### src/rtl/mlp_pkg.sv
// Shared definitions for the O/X-detecting MLP: default sizes, derived widths
// and the forward-pass FSM state encoding.
package mlp_pkg;

  localparam int W_DEF    = 8;
  localparam int N_DEF    = 8;
  localparam int FRAC_DEF = 6;

  localparam int HRAW_W  = W_DEF + 5;
  localparam int ACC_O_W = 2 * W_DEF + 8;

  typedef enum logic [2:0] {
    IDLE,
    LOAD,
    HID,
    ACT,
    OUT,
    FIN
  } state_t;

endpackage

### src/rtl/mlp_sat.sv
// Signed narrowing from IN_W to OUT_W bits.
// MLP_FWD_SAT_EN defined: clamp to the OUT_W range; undefined: keep the low bits (wrap).
module mlp_sat #(
  parameter int IN_W  = 24,
  parameter int OUT_W = 8
) (
  input  logic signed [IN_W-1:0]  din,
  output logic signed [OUT_W-1:0] dout
);

`ifdef MLP_FWD_SAT_EN
  localparam logic signed [IN_W-1:0] MAX_V = {{(IN_W-OUT_W+1){1'b0}}, {(OUT_W-1){1'b1}}};
  localparam logic signed [IN_W-1:0] MIN_V = ~MAX_V;

  always_comb begin
    dout = din[OUT_W-1:0];
    if (din > MAX_V)
      dout = MAX_V[OUT_W-1:0];
    else if (din < MIN_V)
      dout = MIN_V[OUT_W-1:0];
  end
`else
  logic unused_hi;

  always_comb begin
    dout      = din[OUT_W-1:0];
    unused_hi = ^din[IN_W-1:OUT_W];
  end
`endif

endmodule

### src/rtl/mlp_forward.sv
// Serialized forward pass of the 4x4 O/X MLP: 16 cycles of hidden MACs (all
// neurons in parallel), ReLU, N cycles of output MAC, then score/class/error.
// Optional output saturation selected by MLP_FWD_SAT_EN (see mlp_sat).
module mlp_forward
  import mlp_pkg::*;
#(
  parameter int W    = W_DEF,
  parameter int N    = N_DEF,
  parameter int FRAC = FRAC_DEF
) (
  input  logic                  clk,
  input  logic                  rst_n,
  input  logic                  start,
  input  logic [15:0]           x,
  input  logic signed [W-1:0]   target,
  input  logic [N*16*W-1:0]     w_h_bus,
  input  logic [N*W-1:0]        b_h_bus,
  input  logic [N*W-1:0]        w_o_bus,
  input  logic signed [W-1:0]   b_o_in,
  output logic                  busy,
  output logic                  done,
  output logic signed [W-1:0]   y_out,
  output logic                  class_o,
  output logic signed [W-1:0]   err,
  output logic [N*(W+5)-1:0]    h_act_bus
);

  localparam int HW = W + 5;
  localparam int AW = 2 * W + 8;
  localparam int IW = (N > 1) ? $clog2(N) : 1;

  state_t              state, state_nxt;
  logic [3:0]          j_cnt;
  logic [IW-1:0]       i_cnt;
  logic [15:0]         x_q;
  logic signed [W-1:0] tgt_q;
  logic signed [HW-1:0] acc_h [N];
  logic signed [AW-1:0] acc_o;

  logic signed [HW-1:0] h_sel;
  logic signed [W-1:0]  wo_sel;
  logic signed [AW-1:0] prod;
  logic signed [AW-1:0] y_full;
  logic signed [W-1:0]  y_nar;
  logic signed [W:0]    err_full;
  logic signed [W-1:0]  err_nar;

  always_ff @(posedge clk) begin
    if (!rst_n)
      state <= IDLE;
    else
      state <= state_nxt;
  end

  always_comb begin
    state_nxt = state;
    busy      = (state != IDLE);
    case (state)
      IDLE: if (start) state_nxt = LOAD;
      LOAD: state_nxt = HID;
      HID:  if (j_cnt == 4'd15) state_nxt = ACT;
      ACT:  state_nxt = OUT;
      OUT:  if (i_cnt == IW'(N-1)) state_nxt = FIN;
      FIN:  state_nxt = IDLE;
      default: state_nxt = IDLE;
    endcase
  end

  // Output MAC reads the registered ReLU values straight from h_act_bus.
  always_comb begin
    h_sel    = h_act_bus[i_cnt*HW +: HW];
    wo_sel   = w_o_bus[i_cnt*W +: W];
    prod     = AW'(h_sel) * AW'(wo_sel);
    y_full   = AW'(b_o_in) + (acc_o >>> FRAC);
    err_full = (W+1)'(tgt_q) - (W+1)'(y_nar);
  end

  mlp_sat #(.IN_W(AW), .OUT_W(W)) u_sat_y (
    .din  (y_full),
    .dout (y_nar)
  );

  mlp_sat #(.IN_W(W+1), .OUT_W(W)) u_sat_err (
    .din  (err_full),
    .dout (err_nar)
  );

  always_ff @(posedge clk) begin
    if (!rst_n) begin
      x_q       <= '0;
      tgt_q     <= '0;
      j_cnt     <= '0;
      i_cnt     <= '0;
      acc_o     <= '0;
      done      <= 1'b0;
      y_out     <= '0;
      class_o   <= 1'b0;
      err       <= '0;
      h_act_bus <= '0;
      for (int unsigned i = 0; i < N; i++)
        acc_h[i] <= '0;
    end else begin
      done <= 1'b0;
      case (state)
        LOAD: begin
          x_q   <= x;
          tgt_q <= target;
          j_cnt <= '0;
          for (int unsigned i = 0; i < N; i++)
            acc_h[i] <= HW'($signed(b_h_bus[i*W +: W]));
        end
        HID: begin
          for (int unsigned i = 0; i < N; i++)
            acc_h[i] <= x_q[j_cnt] ? acc_h[i] + HW'($signed(w_h_bus[(i*16 + j_cnt)*W +: W]))
                                   : acc_h[i] - HW'($signed(w_h_bus[(i*16 + j_cnt)*W +: W]));
          j_cnt <= j_cnt + 4'd1;
        end
        ACT: begin
          for (int unsigned i = 0; i < N; i++)
            h_act_bus[i*HW +: HW] <= acc_h[i][HW-1] ? '0 : acc_h[i];
          acc_o <= '0;
          i_cnt <= '0;
        end
        OUT: begin
          acc_o <= acc_o + prod;
          i_cnt <= i_cnt + 1'b1;
        end
        FIN: begin
          y_out   <= y_nar;
          err     <= err_nar;
          class_o <= !y_nar[W-1] && (y_nar != '0);
          done    <= 1'b1;
        end
        default: ;
      endcase
    end
  end

endmodule

### config.mk
export PLATFORM = sky130hd
export DESIGN_NAME = mlp_forward
export DESIGN_NICKNAME = d
export VERILOG_FILES = /design/src/rtl/mlp_pkg.sv /design/src/rtl/mlp_sat.sv /design/src/rtl/mlp_forward.sv
export SDC_FILE = /design/constraint.sdc
export NUM_CORES = 1
export LEC_CHECK = 0
export CAP_MARGIN = 10
export CORE_AREA = 2 2 507 509
export CTS_CLUSTER_DIAMETER = 200
export DETAILED_ROUTE_END_ITERATION = 16
export DIE_AREA = 0 0 509 511
export PLACE_DENSITY = 0.41
export SYNTH_ARGS = -nofsm -noshare
export SYNTH_HDL_FRONTEND = slang
export SYNTH_SLANG_ARGS = --single-unit
### constraint.sdc
create_clock -name clk -period 13.87 [get_ports clk]
set_input_delay 3.4675 -clock clk [delete_from_list [all_inputs] [get_ports clk]]
set_output_delay 3.4675 -clock clk [all_outputs]
set_load 0.01 [all_outputs]
# Word level (Yosys, flattened, before mapping)
# Memory sizes are Yosys's and may differ from the RTL's.
# Cells that the tools add are included.
word_totals:
  reg_bits: 180
  mem_bits_rw: 104
  input_bits: 1187
  word_cells: 136
  n_memories: 1
memory_table:
  columns: ["name", "depth", "word_bits", "rd", "rd_clocked_by_memory_dff", "wr", "line", "rtl"]
  rows:
  - ["acc_h", 8, 13, 8, 0, 8, "mlp_forward.sv:37", "logic signed [HW-1:0] acc_h [N];"]
op_classes:
  addsub: 28
  multipliers: 2
  magnitude_cmp: 1
  eq_ne: 10
  n_shift: 10
  mux: 49
  bitwise: 16
  reduce_logical: 8
ops:
  columns: ["cell", "n"]
  rows:
  - ["$shiftx 1024x12->8", 4]
  - ["$shiftx 1024x11->8", 2]
  - ["$shiftx 1024x10->8", 1]
  - ["$shiftx 1024x8->8", 1]
  - ["$mux 13", 24]
  - ["$add 13x8->13", 8]
  - ["$shiftx 104x8->13", 1]
  - ["$sub 13x8->13", 8]
  - ["$mux 12", 8]
  - ["$shiftx 64x7->8", 1]
  - ["$pmux 24 s2", 1]
  - ["$add 7x4->8 const A", 4]
  - ["$add 24x21->24", 1]
  - ["$mul 13x8->21", 1]
  - ["$or 1x1->1", 16]
  - ["$pmux 3 s5", 1]
  - ["$add 6x4->7 const A", 2]
  - ["$eq 3x3->1 const B", 3]
  - ["$mux 1", 9]
  - ["$mux 3", 3]
  - ["$add 8x8->8", 1]
  - ["$pmux 4 s2", 1]
  - ["$reduce_bool 8->1", 1]
  - ["$sub 8x8->8", 1]
  - ["17 further kinds", 21]

# Depth between registers and ports, before layout
# Gate-level depths: netlist (run 1).
depth:
  ltp_word: 6
  mapped_depth: 27

# Hierarchy
# Synthesis (run 1) repeated with hierarchy kept, for this count alone.
hier_totals:
  cells_unflattened: 2983
  hier_area_um2: 30426.7
by_module_without_submodules:
  columns: ["mod", "n_inst", "cells_each", "area_per_inst_um2", "seq_area_each_um2"]
  rows:
  - ["mlp_forward", 1, 2967, 30306.6, 6566.3]
  - ["mlp_sat", 2, 8, 60.1, 0.0]

# Least setup slack after synthesis (run 1)
# Ideal clock, no wire load.
synth_timing:
  kind: "in2reg"
  from: "input w_o_bus[19]"
  to: "register acc_o[13]"
  arrival_time_ps: 8479
  t_required_ps: 13744
  setup_slack_ps: 5264
  path_stages: 18
  cell_sequence: "mux2_2 -> a221oi_1 -> nor2_1 -> fa_1 -> inv_1 -> fa_1 -> inv_1 -> fa_1 -> fa_1 -> fa_1 -> ha_1 -> inv_1 -> o21ai_0 -> a2111o_1 -> a31o_2 -> a21oi_1 -> nand4b_1 -> o211ai_1"
synth_between:
  elab_chain_len: 4
synth_rtl:
  columns: ["item", "line", "rtl"]
  rows:
  - ["start, declared", "mlp_forward.sv:18", "input logic [N*W-1:0] w_o_bus,"]
  - ["$shiftx 64x7->8", "mlp_forward.sv:72", "wo_sel = w_o_bus[i_cnt*W +: W];"]
  - ["$mul 13x8->21", "mlp_forward.sv:73", "prod = AW'(h_sel) * AW'(wo_sel);"]
  - ["$add 24x21->24", "mlp_forward.sv:125", "acc_o <= acc_o + prod;"]
  - ["$pmux 24 s2", "mlp_forward.sv:104", "case (state)"]
  - ["end signal, assigned", "mlp_forward.sv:125", null]
  - ["end, declared", "mlp_forward.sv:38", "logic signed [AW-1:0] acc_o;"]
# No other way between the ends.
# A chain may end at the register's enable or synchronous reset.

# Worst setup path in the final report (run 1)
layout_timing:
  from: "input w_o_bus[5]"
  to: "register acc_o[13]"
# The elaborated chain is that of the path after synthesis.

==> impl_results.md, run 1 <==
- Crit Path Category: input pin to flop
- Initial Utilization: 0.110
- Detailed placement HPWL: 187 mm
- Largest net degree at the start of global routing: 94
- Worst-path clk slew: 70 ps
- Part of the power in registers: 0.284
- CTS Sinks: 266
- Reg2reg setup slack: 6600 ps
- Fin crit share: 0.646
- Skew-Pair Late Insertion Delay: 570 ps
- Synthesized-area fraction occupied by adder cells: 0.118
- Reg2reg path depth: 20
- DP Area: 45100 um2
- TritonCTS clock tree: built
- Commonest cells in the netlist: mux4_2 (313), nand2_1 (240), a21oi_1 (197)
- Simple-Gate Fraction of Synth Area: 0.137
- Number of port buffers: 1301
- CP delay by family, top: adder cells
- Clock root cell: clkbuf_16
- Worst Path Max Fanout: 9
- Hold Crit Endpoint: y_out[5]
- Xor/xnor cell area share of the yosys netlist: 0.0536
- Row cnt: 186
- Top cell type's share of synthesized area: 0.250
- CP Cell Sequence: clkdlybuf4s50_1, mux4_2, a21oi_1, nand2b_1, fa_1, fa_1, inv_1, fa_1, fa_1, fa_1, ha_1, inv_1, o21ai_0, a2111o_1, a31o_2, a21oi_1, nand4b_1, o211ai_1
- Worst reg2reg path startpoint: i_cnt[0]
- Most common cell on crit path: fa_1
- Yosys cell types: 81
- Gr usage total: 0.159
- Main flop type after synthesis: dfxtp_1
- CP Launch Type: input pin
- Hold Buf Count CTS: 0
- Async set-reset flop share out of synthesis: 0
- Share of layout cells above drive strength 1: 0.122
- Leakage: 15.8 nW
- DRT Pass-1 Iters: 5
- Worst setup EP type: flop
- Power Internal: 2.18 mW
- Compound-cell area share of the yosys netlist: 0.142
- Clock network power share: 0.286
- Global-route wire length before repair: 278 mm
- Number of max-cap violations: 0
- CP peak stage delay: 640 ps
- Peak supply drop: 70.0 uV
- ANT nets after route: 0
- Synth Cell Area: 28200 um2
- Top Ports: 1310
- Setup bufs post-CTS: 0
- Resize count post-CTS: 0
- FF-to-FF End: acc_o[13]
- Switch share: 0.341
- Synthesized flop and latch total: 266
- Final setup vio count: 0
- Max clock buf depth: 3
- EDFF count, synth: 104
- Via density: 3.86
- Mapped Cells: 2718
- First DRT Iteration DRCs: 1718
- Fin Setup TNS: 0 ps
- Vias in the first global route: 29600
- Die area: 260000 um2
- Largest family of logic cells by synthesized area: multiplexers
- Count leader, synth: mux4_2
- CP max-delay cell: a21oi_1
- Yosys warnings: 0
- Fin crit period: 8960 ps
- Post-synthesis sequential area ratio: 0.226
- Total core area: 255000 um2
- Routability cong.: 0.947
- Area leader, netlist: mux4_2
- Nets: 5326
- WP data arrival: 9380 ps
- Min-delay worst type: flop to flop
- Initial antenna violation count: 107
- Top cells by area, synth: mux4_2 (25%), dfxtp_1 (12%), edfxtp_1 (11%)
- H-tree depth: 2
- CTS Buf Count: 34
- Final wirelength: 214 mm
- RSZ-0062 raised after global routing: false
- Status: finished clean
- Via Count: 28400
- Remaining global-route overflow: 0
- Buffers and inverters on the worst path: 3
- Slew Viols, Final: 0
- PD cells: 71.5 nW/um2
- Fill cell count: 28200
- Mux cell area share after synthesis: 0.273
- Fmax: 112 MHz
- Worst EP required: 14290 ps
- Layout area overhead: 64.3%
- Syn Area/Cell: 10.4 um2
- Final Hold Viols: 0
- Mean routed wirelength per cell: 29.0 um
- Layout Skew: 47.1 ps
- # DRC: 0
- HP Start: y_out[5]
- Comb power frac: 0.430
- Final instance area: 46300 um2
- Switching power: 1.13 mW
- Max_slew headroom: 0.223
- Die Ht: 511 um
- Hold path cells: 2
- Die width: 509 um
- Worst-Margin Slew: 1160 ps
-- power by group through the flow --
| stage | registers, mW | logic (mW) | clock network [mW] |
|---|---|---|---|
| 6_report | 0.940 | 1.42 | 0.948 |
| 5_1_grt | 0.946 | 1.56 | 1.01 |
| 4_1_cts | 0.940 | 1.44 | 0.988 |
| 3_5_place_dp | 0.957 | 1.43 | 0 |
| 3_3_place_gp | 0.958 | 1.42 | 0 |
| 2_1_floorplan | 0.910 | 0.797 | 0 |
-- placed cells by master, fill, tap and decap left out, types with 9 or more instances in the layout --
cell / instances
or3_1: 19
nor3b_1: 97
buf_4: 48
a21boi_0: 43
mux4_2: 313
clkbuf_16: 34
a22oi_1: 60
clkdlybuf4s50_1: 1300
dfxtp_1: 156
and3_1: 16
a41oi_1: 18
xor2_1: 62
fa_1: 70
inv_1: 126
o21bai_1: 19
edfxtp_1: 104
mux2i_1: 37
and2_1: 23
o22ai_1: 10
o21ai_0: 130
nand3_1: 27
nor2b_1: 127
diode_2: 43
nor3_1: 26
nand2b_1: 22
a21oi_1: 197
o31ai_1: 9
ha_1: 153
a22o_1: 23
mux2_2: 25
nor2_1: 111
a21o_1: 29
a211oi_1: 12
xnor2_1: 94
nand2_1: 237
-- how the worst max path moves through the flow --
| stage | start | end | depth (start not counted) |
|---|---|---|---|
| 3_5_place_dp | w_o_bus[5] | acc_o[13] | 18 |
| 6_report | w_o_bus[5] | acc_o[13] | 18 |
| 2_1_floorplan | w_o_bus[19] | acc_o[13] | 18 |
| 3_3_place_gp | w_o_bus[5] | acc_o[13] | 18 |
| 5_1_grt | w_o_bus[5] | acc_o[12] | 18 |
| 4_1_cts | w_o_bus[5] | acc_o[13] | 18 |
-- flip-flops by register name, indices dropped and copies added (netlist names) --
name and flops:
done 1, acc_h 104, i_cnt 3, h_act_bus 96, state 3, y_out 8
acc_o 14, err 8, j_cnt 4, tgt_q 8, class_o 1, x_q 16
-- cell families after synthesis --
kind of cell	after synthesis
compound gates	621
xor+xnor	163
fa+ha+maj	223
buf+inv	328
flops	266
mux	376
other cells	1
simple gates	740
-- worst min-delay path, cell delays in order, from the launching register on --
cell      delay (ps)
dfxtp_1          310
nand2_1           40
a21boi_0          60
-- stage by stage --
stage	setup slack, ps	total power, mW	instances	util	hold WS (ps)
6_report	4910	3.31	7369	0.181	464
5_1_grt	4650	3.51	7350	0.181	484
4_1_cts	4930	3.37	7326	0.181	467
3_5_place_dp	4350	2.39	7264	0.177	459
3_3_place_gp	4380	2.38	7264	0.177	451
2_1_floorplan	5260	1.71	2725	-	440
-- layout make-up --
class	count	area, um2	area share
diodes	43	108	0.00232
inverters	130	488	0.0105
clock inverters	14	188	0.00405
flip-flops and latches	266	6390	0.138
multi-input cells	2131	20500	0.442
clock buffers	48	963	0.0208
well taps	3384	4230	0.0914
repair buffers	1353	13500	0.291
-- metal layers --
layer / track usage / wire, um / vias to the layer above
li1: - / - / 12700
met1: 0.198 / 88800 / 14300
met2: 0.279 / 107000 / 1143
met3: 0.0280 / 12900 / 221
met4: 0.0401 / 5340 / 20
met5: 0 / 115 / -
(Power assumes the default switching activity.)
==> run 2, diff against run 1 <==
--- a/config.mk
+++ b/config.mk
@@ -6,11 +6,11 @@
 export NUM_CORES = 1
 export LEC_CHECK = 0
 export CAP_MARGIN = 10
-export CORE_AREA = 2 2 507 509
+export CORE_AREA = 2 2 504 506
 export CTS_CLUSTER_DIAMETER = 200
 export DETAILED_ROUTE_END_ITERATION = 16
-export DIE_AREA = 0 0 509 511
-export PLACE_DENSITY = 0.41
+export DIE_AREA = 0 0 506 508
+export PLACE_DENSITY = 0.42
 export SYNTH_ARGS = -nofsm -noshare
 export SYNTH_HDL_FRONTEND = slang
 export SYNTH_SLANG_ARGS = --single-unit
==> constraint.sdc (replaced) <==
create_clock -name clk -period 8.2 [get_ports clk]
set_input_delay 2.05 -clock clk [delete_from_list [all_inputs] [get_ports clk]]
set_output_delay 2.05 -clock clk [all_outputs]
set_load 0.01 [all_outputs]
==> impl_results.md, run 2 (same netlist as run 1, synthesis figures left out) <==
- CP Cell Sequence: clkdlybuf4s50_1, mux4_2, a21oi_1, buf_4, nor2_1, fa_1, fa_1, inv_1, fa_1, inv_1, fa_1, ha_1, ha_1, nor2b_1, o21ai_0, a21boi_0, o21ai_0, a21boi_0, o21ai_0, a21oi_1, a311o_1
- Fmax: 136 MHz
- Largest Register: acc_h
- Worst-Margin Slew: 1060 ps (-102 ps)
- Crit Path Category: input pin to flop
- CTS Sinks: 266 (unchanged)
- PD cells: 120 nW/um2 (+68%)
- Met2 Use GR: 0.268 (-0.0116)
- Part of the power in registers: 0.286 (+0.002)
- Vias in the first global route: 29000 (-2.0%)
- Routability cong.: 0.912 (-3.7%)
- Clock root cell: clkbuf_16
- Number of max-cap violations: 0 (unchanged)
- CP Launch Type: input pin
- Row cnt: 185 (-0.54%)
- WP data arrival: 7800 ps (-1580 ps)
- RSZ-0062 raised after global routing: false
- CP max-delay cell: fa_1
- CP peak stage delay: 540 ps (-100 ps)
- Layout Skew: 35.1 ps (-12.0 ps)
- Via Count: 28400 (-0.23%)
- H-tree depth: 2 (unchanged)
- Multi-input gate area: 20500 um2 (about the same)
- Max_slew headroom: 0.289 (+0.0656)
- Global-route wire length before repair: 271 mm (-2.6%)
- Via density: 3.86 (about the same)
- Total core area: 252000 um2 (-1.2%)
- M1 GR Usage: 0.197 (-0.00102)
- Grt met3 use: 0.0343 (+0.00633)
- DRT Pass-1 Iters: 5 (unchanged)
- # DRC: 0 (unchanged)
- WHS: 461 ps (-3.41 ps)
- Comb power frac: 0.435 (+0.005)
- Mean routed wirelength per cell: 28.5 um (-1.7%)
- Power Internal: 3.61 mW (+66%)
- Worst-path clk slew: 60 ps (about the same)
- Gr usage total: 0.156 (-0.00252)
- Number of port buffers: 1301 (unchanged)
- Max clock buf depth: 3 (unchanged)
- Share of layout cells above drive strength 1: 0.126 (+0.00352)
- Leakage: 15.9 nW (+0.17%)
- Largest net degree at the start of global routing: 98 (+4.3%)
- Final Hold Viols: 0 (unchanged)
- Fin Setup TNS: 0 ps (unchanged)
- Die width: 506 um (-0.59%)
- Fin crit share: 0.896
- Worst Path Max Fanout: 11 (+2)
- Slew Viols, Final: 0 (unchanged)
- Die area: 257000 um2 (-1.2%)
- Final setup vio count: 0 (unchanged)
- Min-delay worst type: flop to flop
- Final wirelength: 210 mm (-1.8%)
- Initial Utilization: 0.112 (+0.00131)
- Commonest non-fill, non-tap cell in the layout: clkdlybuf4s50_1
- CTS Buf Count: 35 (+2.9%)
- Status: finished clean
- Seq. cell area: 6390 um2 (unchanged)
- Switching power: 1.94 mW (+72%)
- Setup bufs post-CTS: 0 (unchanged)
- Hold Buf Count CTS: 0 (unchanged)
- Worst setup EP type: flop
- Clock network power share: 0.279 (-0.007)
- Peak supply drop: 115 uV (+64%)
- Fin crit period: 7350 ps
- Detailed placement HPWL: 184 mm (-1.4%)
- First DRT Iteration DRCs: 2017 (+17%)
- Initial antenna violation count: 105 (-1.9%)
- Remaining global-route overflow: 0 (unchanged)
- Skew-Pair Late Insertion Delay: 570 ps (about the same)
- Switch share: 0.349 (+0.00796)
- Nets: 5334 (+0.15%)
- Largest registers: acc_h (104), h_act_bus (96), x_q (16)
- Final std cells w/o fill: 7358 (-0.15%)
- Most frequent cells in the layout: clkdlybuf4s50_1 (1300), mux4_2 (313), nand2_1 (237)
- Die Ht: 508 um (-0.59%)
- Top Ports: 1310 (unchanged)
- Max reg flops: 104 (unchanged)
- ANT nets after route: 0 (unchanged)
- Layout area overhead: 64.3% (about the same)
- Cell count after placement: 7253 (-0.15%)
- Resize count post-CTS: 0 (unchanged)
- GRT Max-Usage Layer: met2
- Most common cell on crit path: fa_1
- TritonCTS clock tree: built
- Fill cell count: 27900 (-1.0%)
- Worst EP required: 8660 ps (-5630 ps)
run 2: layout make-up:
class,count,share of cell area
inverters,130,0.0105
clock buffers,42,0.0206
repair buffers,1360,0.292
clock inverters,22,0.00381
multi-input cells,2131,0.442
well taps,3366,0.0909
diodes,41,0.00221
flip-flops and latches,266,0.138
run 2: per-stage QoR:
stage | utilization | power (mW) | worst slack, ps | cell area (um2)
detailed placement | 0.179 | 4.05 | 312 | 45100
CTS | 0.183 | 5.65 | 922 | 46200
global route | 0.183 | 5.87 | 584 | 46300
finish | 0.184 | 5.55 | 853 | 46300
global placement | 0.179 | 4.03 | 242 | 45100
floorplan | - | 2.89 | 1010 | 28200
run 2: final timing paths:
path                             startpoint   endpoint  slack (ps)  cells past startpoint
worst max-delay path            w_o_bus[26]  acc_o[12]         850                     21
worst min-delay path                 x_q[2]     x_q[2]         460                      2
worst max register to register     i_cnt[0]  acc_o[12]        1290                     21
worst min register to register       x_q[2]     x_q[2]         460                      2
run 2: routing by layer:
| metal | vias up | part of all wire |
|---|---|---|
| li1 | 12700 | - |
| met4 | 30 | 0.029 |
| met1 | 14100 | 0.41 |
| met3 | 237 | 0.070 |
| met5 | - | 0.00086 |
| met2 | 1244 | 0.49 |
run 2: worst max-delay path: cells and delay by family:
family,cells,cell delay [ps]
multiplexers,1,510
buffers and inverters,4,840
AO/OA/AOI/OAI,8,1600
adder cells (fa/ha/maj),6,2570
AND/OR/NAND/NOR,2,230
run 2: power by group through the flow:
stage / Clock (mW) / Combinational, mW / Sequential, mW
final: 1.55 / 2.41 / 1.59
after detailed placement: 0 / 2.43 / 1.62
after global routing: 1.65 / 2.62 / 1.60
after floorplan: 0 / 1.35 / 1.54
after global placement: 0 / 2.42 / 1.62
after CTS: 1.61 / 2.45 / 1.59
==> run 3, diff against run 2 <==
--- a/config.mk
+++ b/config.mk
@@ -6,10 +6,10 @@
 export NUM_CORES = 1
 export LEC_CHECK = 0
 export CAP_MARGIN = 10
-export CORE_AREA = 2 2 504 506
-export CTS_CLUSTER_DIAMETER = 200
+export CORE_AREA = 2 2 510 512
+export CTS_CLUSTER_DIAMETER = 50
 export DETAILED_ROUTE_END_ITERATION = 16
-export DIE_AREA = 0 0 506 508
+export DIE_AREA = 0 0 512 514
 export PLACE_DENSITY = 0.42
 export SYNTH_ARGS = -nofsm -noshare
 export SYNTH_HDL_FRONTEND = slang
==> impl_results.md, run 3 (same netlist as run 1, synthesis figures left out) <==
- Die width: 512 um (+1.2%)
- CP Launch Type: input pin
- Seq. cell area: 6390 um2 (unchanged)
- Max reg flops: 104 (unchanged)
- # DRC: 0 (unchanged)
- Fin Setup TNS: 0 ps (unchanged)
- Layout area overhead: 66.5%
- Routability cong.: 0.924 (+1.4%)
- CP peak stage delay: 540 ps (about the same)
- Hold Buf Count CTS: 0 (unchanged)
- Final Hold Viols: 0 (unchanged)
- RSZ-0062 raised after global routing: false
- Number of max-cap violations: 0 (unchanged)
- WP data arrival: 7780 ps (-20 ps)
- Top Ports: 1310 (unchanged)
- Crit Path Category: input pin to flop
- Most frequent cells in the layout: clkdlybuf4s50_1 (1300), mux4_2 (313), nand2_1 (237)
- Slew Viols, Final: 0 (unchanged)
- Worst EP required: 8720 ps (+60 ps)
- Fmax: 138 MHz (+1.2%)
- CTS Sinks: 266 (unchanged)
- Die area: 263000 um2 (+2.4%)
- PD cells: 129 nW/um2 (+8.0%)
- Skew-Pair Late Insertion Delay: 630 ps (+60 ps)
- Nets: 5347 (+0.24%)
- Fin crit period: 7260 ps (-90.4 ps)
- Largest Register: acc_h
- Multi-input gate area: 20500 um2 (about the same)
- Final wirelength: 217 mm (+3.5%)
- Mean routed wirelength per cell: 29.3 um (+2.6%)
- H-tree depth: 2 (unchanged)
- Most common cell on crit path: fa_1
- DRT Pass-1 Iters: 5 (unchanged)
- Final worst slack: 943 ps (+90.4 ps)
- DP Worst Slack: 370 ps (+58.2 ps)
- Worst-Margin Slew: 1150 ps (+87.8 ps)
- Die Ht: 514 um (+1.2%)
- Setup bufs post-CTS: 0 (unchanged)
- Via Count: 28600 (+0.74%)
- Via density: 3.85 (-0.14%)
- Max clock buf depth: 3 (unchanged)
- Fin crit share: 0.885 (-0.0110)
- Initial Utilization: 0.109 (-0.00250)
- Worst Path Max Fanout: 11 (unchanged)
- Initial antenna violation count: 108 (+2.9%)
- Min-delay worst type: flop to flop
- Max_slew headroom: 0.233 (-0.0560)
- Number of port buffers: 1301 (unchanged)
- Worst-path clk slew: 50 ps (about the same)
- Row cnt: 187 (+1.1%)
- Commonest non-fill, non-tap cell in the layout: clkdlybuf4s50_1
- Gr usage total: 0.158 (+0.00177)
- Largest registers: acc_h (104), h_act_bus (96), x_q (16)
- Layout Skew: 76.3 ps (+41.3 ps)
- ANT nets after route: 0 (unchanged)
- Resize count post-CTS: 0 (unchanged)
- CP max-delay cell: fa_1
- Share of layout cells above drive strength 1: 0.130 (+0.00465)
- Final Util: 0.182 (-0.00169)
- First DRT Iteration DRCs: 2022 (+0.25%)
- Vias in the first global route: 29300 (+0.95%)
- Peak supply drop: 156 uV (+36%)
- Detailed placement HPWL: 191 mm (+3.8%)
- Status: finished clean
- Largest net degree at the start of global routing: 194 (+98%)
- Remaining global-route overflow: 0 (unchanged)
- WHS: 462 ps (+1.28 ps)
- Worst setup EP type: flop
- Total core area: 258000 um2 (+2.3%)
- CTS Buf Count: 44 (+26%)
- Global-route wire length before repair: 279 mm (+3.0%)
- Clock root cell: clkbuf_16
- TritonCTS clock tree: built
- CP Cell Sequence: clkdlybuf4s50_1, mux4_2, a21oi_1, buf_4, nor2_1, fa_1, fa_1, inv_1, fa_1, inv_1, fa_1, ha_1, ha_1, a21oi_1, o21ai_0, a2111o_1, a31o_2, a21oi_1, nand3_1, o211ai_1
- Final setup vio count: 0 (unchanged)
- Fill cell count: 28500 (+2.1%)
- Leakage: 16.1 nW (+1.7%)
==> run 3: changes by cell type in the layout (fill, tap and decap cells not counted), sizes merged <==
cell	previous run	this run
diode	41	50
inv	133	135
buf	60	64
clkbuf	42	54
bufinv	0	6
clkinvlp	2	1
clkinv	17	14
==> run 3: per-layer routing <==
layer	track usage	vias to the layer above	share of wire
li1	-	12800	-
met1	0.195	14300	0.41
met2	0.271	1270	0.49
met3	0.0349	222	0.067
met4	0.0506	24	0.033
met5	0	-	0.00069
==> run 3: final timing paths <==
path	start	endpoint	slack, ps	cells past startpoint
hold reg to reg	x_q[6]	x_q[6]	460	2
hold / removal	x_q[6]	x_q[6]	460	2
setup / recovery	w_o_bus[2]	acc_o[13]	940	20
setup reg to reg	i_cnt[1]	acc_o[12]	1370	22
==> run 3: worst max-delay path: cells and delay by family <==
kind,cells,cell delay [ps]
compound gates,7,1700
buf+inv,4,790
fa+ha+maj,6,2550
simple gates,2,190
mux,1,490
==> run 3: area by class of cell <==
class                   instances  area share
clock inverters                26     0.00834
well taps                    3402      0.0906
inverters                     130      0.0104
flip-flops and latches        266       0.136
multi-input cells            2131       0.436
repair buffers               1364       0.289
clock buffers                  54      0.0260
diodes                         50     0.00266
==> run 3: report_power, final <==
group | leakage [nW] | total, mW | switching (mW) | internal, mW
sequential | 2.41 | 1.59 | 0.112 | 1.48
combinational | 12.9 | 2.44 | 1.14 | 1.30
clock | 0.786 | 2.05 | 0.778 | 1.27
==> run 3: stage by stage <==
stage               cells  instance area [um2]  power, mW
global placement     7293                45200       4.05
finish               7423                47000       6.07
detailed placement   7293                45200       4.07
floorplan            2725                28200       2.89
CTS                  7373                46800       6.17
global route         7407                46900       6.40
